<file path="config.mk">
export PLATFORM = sky130hd
export DESIGN_NAME = regfile_wb_arbiter_flat
export DESIGN_NICKNAME = d
export VERILOG_FILES = /design/src/rtl/wb_pkg.sv /design/src/rtl/regfile_wb_arbiter_if.sv /design/src/rtl/wb_queue.sv /design/src/rtl/regfile_wb_arbiter.sv /design/src/flat_wrapper.sv
export SDC_FILE = /design/constraint.sdc
export NUM_CORES = 1
export LEC_CHECK = 0
export CAP_MARGIN = 20
export CORE_AREA = 5 5 143 145
export CTS_CLUSTER_DIAMETER = 150
export DETAILED_ROUTE_END_ITERATION = 6
export DIE_AREA = 0 0 148 150
export PLACE_DENSITY = 0.68
export SLEW_MARGIN = 0
export SYNTH_ARGS = -nofsm -noshare
export SYNTH_HDL_FRONTEND = slang
export SYNTH_SLANG_ARGS = --single-unit
</file>
<file path="constraint.sdc">
create_clock -name clk -period 5.8 [get_ports clk]
set_input_delay 0.58 -clock clk [delete_from_list [all_inputs] [get_ports clk]]
set_output_delay 0.58 -clock clk [all_outputs]
set_load 0.01 [all_outputs]
</file>
<file path="src/rtl/wb_pkg.sv">
// Shared types and widths for the register-file write-back arbiter.
package wb_pkg;

   localparam int unsigned REG_ADDR_W = 5;
   localparam int unsigned REG_DATA_W = 32;
   localparam int unsigned PEND_W     = 3;

   typedef struct packed {
      logic [REG_ADDR_W-1:0] addr;
      logic [REG_DATA_W-1:0] data;
   } wb_entry_t;

   typedef enum logic {
      REQ_ALU = 1'b0,
      REQ_MEM = 1'b1
   } wb_req_e;

endpackage

</file>
<file path="src/rtl/regfile_wb_arbiter_if.sv">
// Write-back request, operand read and register-file write port bundle.
interface regfile_wb_arbiter_if;
   import wb_pkg::*;

   logic                  alu_req;
   logic [REG_ADDR_W-1:0] alu_dir;
   logic [REG_DATA_W-1:0] alu_di;
   logic                  alu_gnt;
   logic                  mem_req;
   logic [REG_ADDR_W-1:0] mem_dir;
   logic [REG_DATA_W-1:0] mem_di;
   logic                  mem_gnt;
   logic                  rd_req;
   logic [REG_ADDR_W-1:0] rd_dir_a;
   logic [REG_ADDR_W-1:0] rd_dir_b;
   logic                  hazard;
   logic                  reg_rd;
   logic [REG_ADDR_W-1:0] dir_wra;
   logic [REG_DATA_W-1:0] di;
   logic                  reg_wr;
   logic [PEND_W-1:0]     pending;

   modport master (
      output alu_req, alu_dir, alu_di, mem_req, mem_dir, mem_di,
             rd_req, rd_dir_a, rd_dir_b,
      input  alu_gnt, mem_gnt, hazard, reg_rd, dir_wra, di, reg_wr, pending
   );

   modport slave (
      input  alu_req, alu_dir, alu_di, mem_req, mem_dir, mem_di,
             rd_req, rd_dir_a, rd_dir_b,
      output alu_gnt, mem_gnt, hazard, reg_rd, dir_wra, di, reg_wr, pending
   );

endinterface

</file>
<file path="src/rtl/wb_queue.sv">
// Per-requester write FIFO with per-entry address match outputs.
module wb_queue
   import wb_pkg::*;
#(
   parameter int unsigned DEPTH = 2
) (
   input  logic                    clk,
   input  logic                    rst_n,
   input  logic                    i_push,
   input  wb_entry_t               i_entry,
   input  logic                    i_pop,
   output wb_entry_t               o_head,
   output logic                    o_full,
   output logic                    o_empty,
   output logic [$clog2(DEPTH):0]  o_count,
   input  logic [REG_ADDR_W-1:0]   i_cmp_wr,
   input  logic [REG_ADDR_W-1:0]   i_cmp_rd_a,
   input  logic [REG_ADDR_W-1:0]   i_cmp_rd_b,
   output logic [DEPTH-1:0]        o_hit_wr,
   output logic [DEPTH-1:0]        o_hit_rd_a,
   output logic [DEPTH-1:0]        o_hit_rd_b
);

   localparam int unsigned PTR_W = $clog2(DEPTH);
   localparam int unsigned CNT_W = PTR_W + 1;

   wb_entry_t        r_mem [DEPTH];
   logic [PTR_W-1:0] r_wptr;
   logic [PTR_W-1:0] r_rptr;
   logic [CNT_W-1:0] r_count;
   logic             w_push;
   logic             w_pop;
   logic [DEPTH-1:0] w_valid;

   assign o_full  = (r_count == CNT_W'(DEPTH));
   assign o_empty = (r_count == '0);
   assign o_count = r_count;
   assign o_head  = r_mem[r_rptr];
   assign w_push  = i_push & ~o_full;
   assign w_pop   = i_pop & ~o_empty;

   always_ff @(posedge clk or negedge rst_n) begin
      if (!rst_n) begin
         r_wptr  <= '0;
         r_rptr  <= '0;
         r_count <= '0;
      end else begin
         if (w_push) r_wptr <= r_wptr + PTR_W'(1);
         if (w_pop)  r_rptr <= r_rptr + PTR_W'(1);
         r_count <= r_count + CNT_W'(w_push) - CNT_W'(w_pop);
      end
   end

   always_ff @(posedge clk) begin
      if (w_push) r_mem[r_wptr] <= i_entry;
   end

   // An entry is live when its distance from the read pointer is below the fill count.
   for (genvar gi = 0; gi < DEPTH; gi++) begin : g_ent
      logic [PTR_W-1:0] w_off;
      assign w_off          = PTR_W'(gi) - r_rptr;
      assign w_valid[gi]    = (CNT_W'(w_off) < r_count);
      assign o_hit_wr[gi]   = w_valid[gi] & (r_mem[gi].addr == i_cmp_wr);
      assign o_hit_rd_a[gi] = w_valid[gi] & (r_mem[gi].addr == i_cmp_rd_a);
      assign o_hit_rd_b[gi] = w_valid[gi] & (r_mem[gi].addr == i_cmp_rd_b);
   end

endmodule

</file>
<file path="src/rtl/regfile_wb_arbiter.sv">
// Round-robin write-back arbiter for ALU and MEM results with read-hazard detection.
// Build option WB_ZERO_GUARD_EN: writes to r0 are acknowledged but dropped, and r0 never hazards.
module regfile_wb_arbiter
   import wb_pkg::*;
#(
   parameter int unsigned QDEPTH = 2
) (
   input logic           clk,
   input logic           rst_n,
   regfile_wb_arbiter_if.slave bus
);

   localparam int unsigned CNT_W = $clog2(QDEPTH) + 1;
   localparam int unsigned SUM_W = CNT_W + 2;

   logic                  r_reg_wr;
   logic [REG_ADDR_W-1:0] r_dir_wra;
   logic [REG_DATA_W-1:0] r_di;
   wb_req_e               r_last;

   wb_entry_t             w_alu_head, w_mem_head;
   logic                  w_alu_full, w_mem_full;
   logic                  w_alu_empty, w_mem_empty;
   logic [CNT_W-1:0]      w_alu_cnt, w_mem_cnt;
   logic [QDEPTH-1:0]     w_alu_hit_wr, w_alu_hit_a, w_alu_hit_b;
   logic [QDEPTH-1:0]     w_mem_hit_wr, w_mem_hit_a, w_mem_hit_b;
   logic                  w_alu_zero, w_mem_zero, w_rd_a_zero, w_rd_b_zero;
   logic                  w_alu_push, w_mem_push;
   logic                  w_pop_alu, w_pop_mem, w_sel_alu;
   logic                  w_slot_alu_blk, w_slot_mem_blk;
   logic                  w_rd_a_hit, w_rd_b_hit;
   logic [SUM_W-1:0]      w_sum;

`ifdef WB_ZERO_GUARD_EN
   assign w_alu_zero  = (bus.alu_dir  == '0);
   assign w_mem_zero  = (bus.mem_dir  == '0);
   assign w_rd_a_zero = (bus.rd_dir_a == '0);
   assign w_rd_b_zero = (bus.rd_dir_b == '0);
`else
   assign w_alu_zero  = 1'b0;
   assign w_mem_zero  = 1'b0;
   assign w_rd_a_zero = 1'b0;
   assign w_rd_b_zero = 1'b0;
`endif

   // Own-queue order is kept by the FIFO; only the other requester's writes can reorder.
   assign w_slot_alu_blk = r_reg_wr & (r_last == REQ_MEM) & (r_dir_wra == bus.alu_dir);
   assign w_slot_mem_blk = r_reg_wr & (r_last == REQ_ALU) & (r_dir_wra == bus.mem_dir);
   assign bus.alu_gnt    = ~w_alu_full & ~(|w_mem_hit_wr) & ~w_slot_alu_blk;
   assign bus.mem_gnt    = ~w_mem_full & ~(|w_alu_hit_wr) & ~w_slot_mem_blk;
   assign w_alu_push     = bus.alu_req & bus.alu_gnt & ~w_alu_zero;
   assign w_mem_push     = bus.mem_req & bus.mem_gnt & ~w_mem_zero;

   assign w_sel_alu = ~w_alu_empty & (w_mem_empty | (r_last == REQ_MEM));
   assign w_pop_alu = w_sel_alu;
   assign w_pop_mem = ~w_mem_empty & ~w_sel_alu;

   wb_queue #(.DEPTH(QDEPTH)) u_alu_q (
      .clk        (clk),
      .rst_n      (rst_n),
      .i_push     (w_alu_push),
      .i_entry    ({bus.alu_dir, bus.alu_di}),
      .i_pop      (w_pop_alu),
      .o_head     (w_alu_head),
      .o_full     (w_alu_full),
      .o_empty    (w_alu_empty),
      .o_count    (w_alu_cnt),
      .i_cmp_wr   (bus.mem_dir),
      .i_cmp_rd_a (bus.rd_dir_a),
      .i_cmp_rd_b (bus.rd_dir_b),
      .o_hit_wr   (w_alu_hit_wr),
      .o_hit_rd_a (w_alu_hit_a),
      .o_hit_rd_b (w_alu_hit_b)
   );

   wb_queue #(.DEPTH(QDEPTH)) u_mem_q (
      .clk        (clk),
      .rst_n      (rst_n),
      .i_push     (w_mem_push),
      .i_entry    ({bus.mem_dir, bus.mem_di}),
      .i_pop      (w_pop_mem),
      .o_head     (w_mem_head),
      .o_full     (w_mem_full),
      .o_empty    (w_mem_empty),
      .o_count    (w_mem_cnt),
      .i_cmp_wr   (bus.alu_dir),
      .i_cmp_rd_a (bus.rd_dir_a),
      .i_cmp_rd_b (bus.rd_dir_b),
      .o_hit_wr   (w_mem_hit_wr),
      .o_hit_rd_a (w_mem_hit_a),
      .o_hit_rd_b (w_mem_hit_b)
   );

   // Issue slot; r_last also records which requester owns the slot contents.
   always_ff @(posedge clk or negedge rst_n) begin
      if (!rst_n) begin
         r_reg_wr  <= 1'b0;
         r_dir_wra <= '0;
         r_di      <= '0;
         r_last    <= REQ_MEM;
      end else begin
         r_reg_wr <= w_pop_alu | w_pop_mem;
         if (w_pop_alu) begin
            r_dir_wra <= w_alu_head.addr;
            r_di      <= w_alu_head.data;
            r_last    <= REQ_ALU;
         end else if (w_pop_mem) begin
            r_dir_wra <= w_mem_head.addr;
            r_di      <= w_mem_head.data;
            r_last    <= REQ_MEM;
         end
      end
   end

   assign w_rd_a_hit = (|w_alu_hit_a) | (|w_mem_hit_a) | (r_reg_wr & (r_dir_wra == bus.rd_dir_a));
   assign w_rd_b_hit = (|w_alu_hit_b) | (|w_mem_hit_b) | (r_reg_wr & (r_dir_wra == bus.rd_dir_b));
   assign bus.hazard = bus.rd_req & ((w_rd_a_hit & ~w_rd_a_zero) | (w_rd_b_hit & ~w_rd_b_zero));
   assign bus.reg_rd = bus.rd_req & ~bus.hazard;

   assign w_sum       = SUM_W'(w_alu_cnt) + SUM_W'(w_mem_cnt) + SUM_W'(r_reg_wr);
   assign bus.pending = (w_sum > SUM_W'(7)) ? PEND_W'(7) : PEND_W'(w_sum);
   assign bus.reg_wr  = r_reg_wr;
   assign bus.dir_wra = r_dir_wra;
   assign bus.di      = r_di;

endmodule
</file>
<file path="src/flat_wrapper.sv">
// flat-port wrapper written by rule: the top's interface ports become plain ports
module regfile_wb_arbiter_flat import wb_pkg::*;
#(
   parameter int unsigned QDEPTH = 2
)
  (clk, rst_n, bus_alu_req, bus_alu_dir, bus_alu_di, bus_mem_req, bus_mem_dir, bus_mem_di, bus_rd_req, bus_rd_dir_a, bus_rd_dir_b, bus_alu_gnt, bus_mem_gnt, bus_hazard, bus_reg_rd, bus_dir_wra, bus_di, bus_reg_wr, bus_pending);
  regfile_wb_arbiter_if bus_i ();
  input logic clk;
  input logic rst_n;
  input wire logic [$bits(bus_i.alu_req)-1:0] bus_alu_req;
  input wire logic [$bits(bus_i.alu_dir)-1:0] bus_alu_dir;
  input wire logic [$bits(bus_i.alu_di)-1:0] bus_alu_di;
  input wire logic [$bits(bus_i.mem_req)-1:0] bus_mem_req;
  input wire logic [$bits(bus_i.mem_dir)-1:0] bus_mem_dir;
  input wire logic [$bits(bus_i.mem_di)-1:0] bus_mem_di;
  input wire logic [$bits(bus_i.rd_req)-1:0] bus_rd_req;
  input wire logic [$bits(bus_i.rd_dir_a)-1:0] bus_rd_dir_a;
  input wire logic [$bits(bus_i.rd_dir_b)-1:0] bus_rd_dir_b;
  output wire logic [$bits(bus_i.alu_gnt)-1:0] bus_alu_gnt;
  output wire logic [$bits(bus_i.mem_gnt)-1:0] bus_mem_gnt;
  output wire logic [$bits(bus_i.hazard)-1:0] bus_hazard;
  output wire logic [$bits(bus_i.reg_rd)-1:0] bus_reg_rd;
  output wire logic [$bits(bus_i.dir_wra)-1:0] bus_dir_wra;
  output wire logic [$bits(bus_i.di)-1:0] bus_di;
  output wire logic [$bits(bus_i.reg_wr)-1:0] bus_reg_wr;
  output wire logic [$bits(bus_i.pending)-1:0] bus_pending;
  assign bus_i.alu_req = bus_alu_req;
  assign bus_i.alu_dir = bus_alu_dir;
  assign bus_i.alu_di = bus_alu_di;
  assign bus_i.mem_req = bus_mem_req;
  assign bus_i.mem_dir = bus_mem_dir;
  assign bus_i.mem_di = bus_mem_di;
  assign bus_i.rd_req = bus_rd_req;
  assign bus_i.rd_dir_a = bus_rd_dir_a;
  assign bus_i.rd_dir_b = bus_rd_dir_b;
  assign bus_alu_gnt = bus_i.alu_gnt;
  assign bus_mem_gnt = bus_i.mem_gnt;
  assign bus_hazard = bus_i.hazard;
  assign bus_reg_rd = bus_i.reg_rd;
  assign bus_dir_wra = bus_i.dir_wra;
  assign bus_di = bus_i.di;
  assign bus_reg_wr = bus_i.reg_wr;
  assign bus_pending = bus_i.pending;
  regfile_wb_arbiter #(.QDEPTH(QDEPTH)) u_core (.clk(clk), .rst_n(rst_n), .bus(bus_i));
endmodule
</file>
==> results.yml <==
outcome:
  status: "finished clean"
cts:
  clk_pin_slew_ps: 70
  post_cts_buffers: 0
  cts_buffer_depth: 2
  post_cts_resized: 0
  cts_root_buf: "clkbuf_16"
  cts.sinks: 195
  clk_latency_ps: 420
  htree_levels: 4
  cts_hold_buf: 0
  cts_tree: "built"
  numCtsBuffers: 17
final_layout:
  utilization: 0.549
  antenna_cells: 0
  final_net_count: 793
  multi_input_area_sq_um: 2540
  drive_gt1_frac: 0.0844
  seqCellArea_sq_um: 5620
  final_common_cell: "edfxtp_1"
  fillers: 1563
  layout_common_cells: "edfxtp_1, clkdlybuf4s50_1, mux2i_1"
  area.growth.synth_to_final_pct: 25.5
worst_setup_path:
  cp.arrival_ps: 2850
  r2r.worst_path.cells: 6
  path_max_fanout: 40
  cp.required_ps: 5220
  r2r-start: "u_core.u_mem_q.r_rptr$_DFFE_PN0P_"
  r2r-end: "u_core.u_alu_q.r_mem[0][16]$_DFFE_PP_"
  reg2reg_slack_ps: 2880
  crit_start: "u_core.u_mem_q.r_rptr$_DFFE_PN0P_"
  critPathLaunchType: "flip-flop"
  end_kind: "output port"
  timing_worst_setup_path_type: "flip-flop to output port"
timing:
  period_needed_ps: 3430
  worst_pin_slew_ps: 1090
  finalMaxSlewViolations: 0
  hold_viol_final: 0
  relSlewSlack: 0.274
  setup-tns-final_ps: 0
  setup_viol: 0
  skew_ps: 7.79
  period_share: 0.591
  rsz0062_at_grt: "false"
  max_freq_mhz: 292
hold_path:
  hp-class: "input port to asynchronous set/reset pin"
synthesis:
  synthSimpleGateAreaFrac: 0.0488
  yosysUniqueCellTypes: 45
  synthAdderAreaFrac: 0.0108
  synthMuxAreaShare: 0.0903
  synth_area_sq_um: 8350
  synth_compound_gate_area_share: 0.0644
  synthCells: 570
  ys.flop_type: "edfxtp_1"
  synth_xor_area_frac: 0.0860
  yosysTopAreaCell: "edfxtp_1"
  synthTopCellsByArea: "edfxtp_1, dfrtp_1, mux2i_1"
  synthesis.nets: 665
  synth_top_family_by_area: "multiplexers"
  yosys.area.top_type_share: 0.532
  synth_edf_count: 148
  synth_seq_cells: 195
  syn_avg_cell_area_sq_um: 14.7
  yosysWarnings: 0
  ys_async_sr_fraction: 0.241
  ys_seq_area_frac: 0.673
placed_design:
  port_buffers: 133
  hpwl_um: 13600
  place.gp.congestion: 0.928
power_and_ir_drop:
  seqPwrFrac: 0.418
  sw_frac_of_total: 0.352
  powerDensity_nw_per_um2: 525
  switchingPower_w: 0.00194
  p_int_w: 0.00356
  power_frac_clock: 0.200
  ir_drop_uv: 278
  p_comb_frac: 0.383
  leakage_nw: 3.80
flow_run:
  drv_cap: 0
grt:
  grt_usage: 0.186
  grt_pass1_vias: 5612
  overflow: 0
  grt_max_degree: 48
  antenna_found_initial: 0
  grt_pass1_wl_um: 31100
route:
  drt-total-wl_um: 20200
  via_per_inst: 5.46
  drtIter0Drc: 325
  m1WireLength_um: 8470
  route.met3.wl_um: 1340
  dr.max_layer_used: "met4"
  drc: 0
  antenna_left: 0
  wl_per_cell_um: 21.3
  num_vias: 5185
  drtPass1Iterations: 5
  met2_length_um: 10100
floorplanning:
  die_w_um: 148
  dieArea_sq_um: 22200
  row_count: 51
  die-height_um: 150
  ioPinCount: 134
  core_area_sq_um: 19100
  initial_core_util: 0.438
sequential cells by signal, summed over array words and instances (netlist names), 2 cells and up:
name                    count
u_core.u_alu_q.o_count      2
u_core.u_mem_q.r_mem       74
u_core.bus.dir_wra          5
u_core.bus.di              32
u_core.u_alu_q.r_mem       74
u_core.u_mem_q.o_count      2
routing by layer:
metal | up-vias | track usage
met5 | - | 0
li1 | 2368 | -
met2 | 200 | 0.320
met1 | 2591 | 0.238
met3 | 26 | 0.0430
met4 | 0 | 0.0471
metrics by stage:
stage	instances	hold slack, ps	cell area, sq um	power (W)	setup WS (ps)
after floorplan	570	284	8350	0.00351	2600
after global placement	917	471	9930	0.00438	2440
after detailed placement	917	470	9930	0.00445	2410
after CTS	949	311	10500	0.00555	2380
after global routing	949	351	10500	0.00582	2250
final	949	267	10500	0.00550	2370
worst max-delay path: stages, from the launching register on:
cell             delay, ps
dfrtp_2                390
buf_4                  350
o21a_1                 330
nor4_1                 440
a31oi_1                170
a31oi_1                190
clkdlybuf4s50_1        550
worst max path at each step:
stage	endpoint	depth (start not counted)	slack, ps
6_report	bus_hazard	6	2370
3_5_place_dp	bus_hazard	7	2410
5_1_grt	bus_hazard	6	2250
3_3_place_gp	bus_hazard	7	2440
2_1_floorplan	u_core.u_mem_q.r_mem[0][0]$_DFFE_PP_	5	2600
4_1_cts	bus_hazard	6	2380
power by group through the flow:
stage	Clock (W)	Combinational, W	Sequential (W)
2_1_floorplan	0	0.00124	0.00227
3_3_place_gp	0	0.00208	0.00230
3_5_place_dp	0	0.00213	0.00232
4_1_cts	0.00112	0.00214	0.00230
5_1_grt	0.00118	0.00229	0.00234
6_report	0.00110	0.00210	0.00230
logic make-up after synthesis:
logic type               Yosys count
AO/OA/AOI/OAI                     72
XOR/XNOR                          82
adder cells (fa/ha/maj)            6
buffers and inverters             52
flip-flops                       195
multiplexers                      74
AND/OR/NAND/NOR                   89
cell usage after synthesis (all sizes together), types with 10 or more instances:
library cell  count
a21oi            10
o21ai            14
clkbuf           11
nor2             17
dfrtp            46
mux2i            63
xor2             33
edfxtp          148
inv              19
buf              22
xnor2            49
nand2            43
mux2             11
o221ai           26
layout make-up:
type                    instances  area share
clock buffers                  19      0.0423
clock inverters                13      0.0105
inverters                      19     0.00680
multi-input cells             323       0.243
flip-flops and latches        195       0.537
well taps                     238      0.0284
repair buffers                142       0.133
No activity file was read; power rests on OpenSTA's default activity.
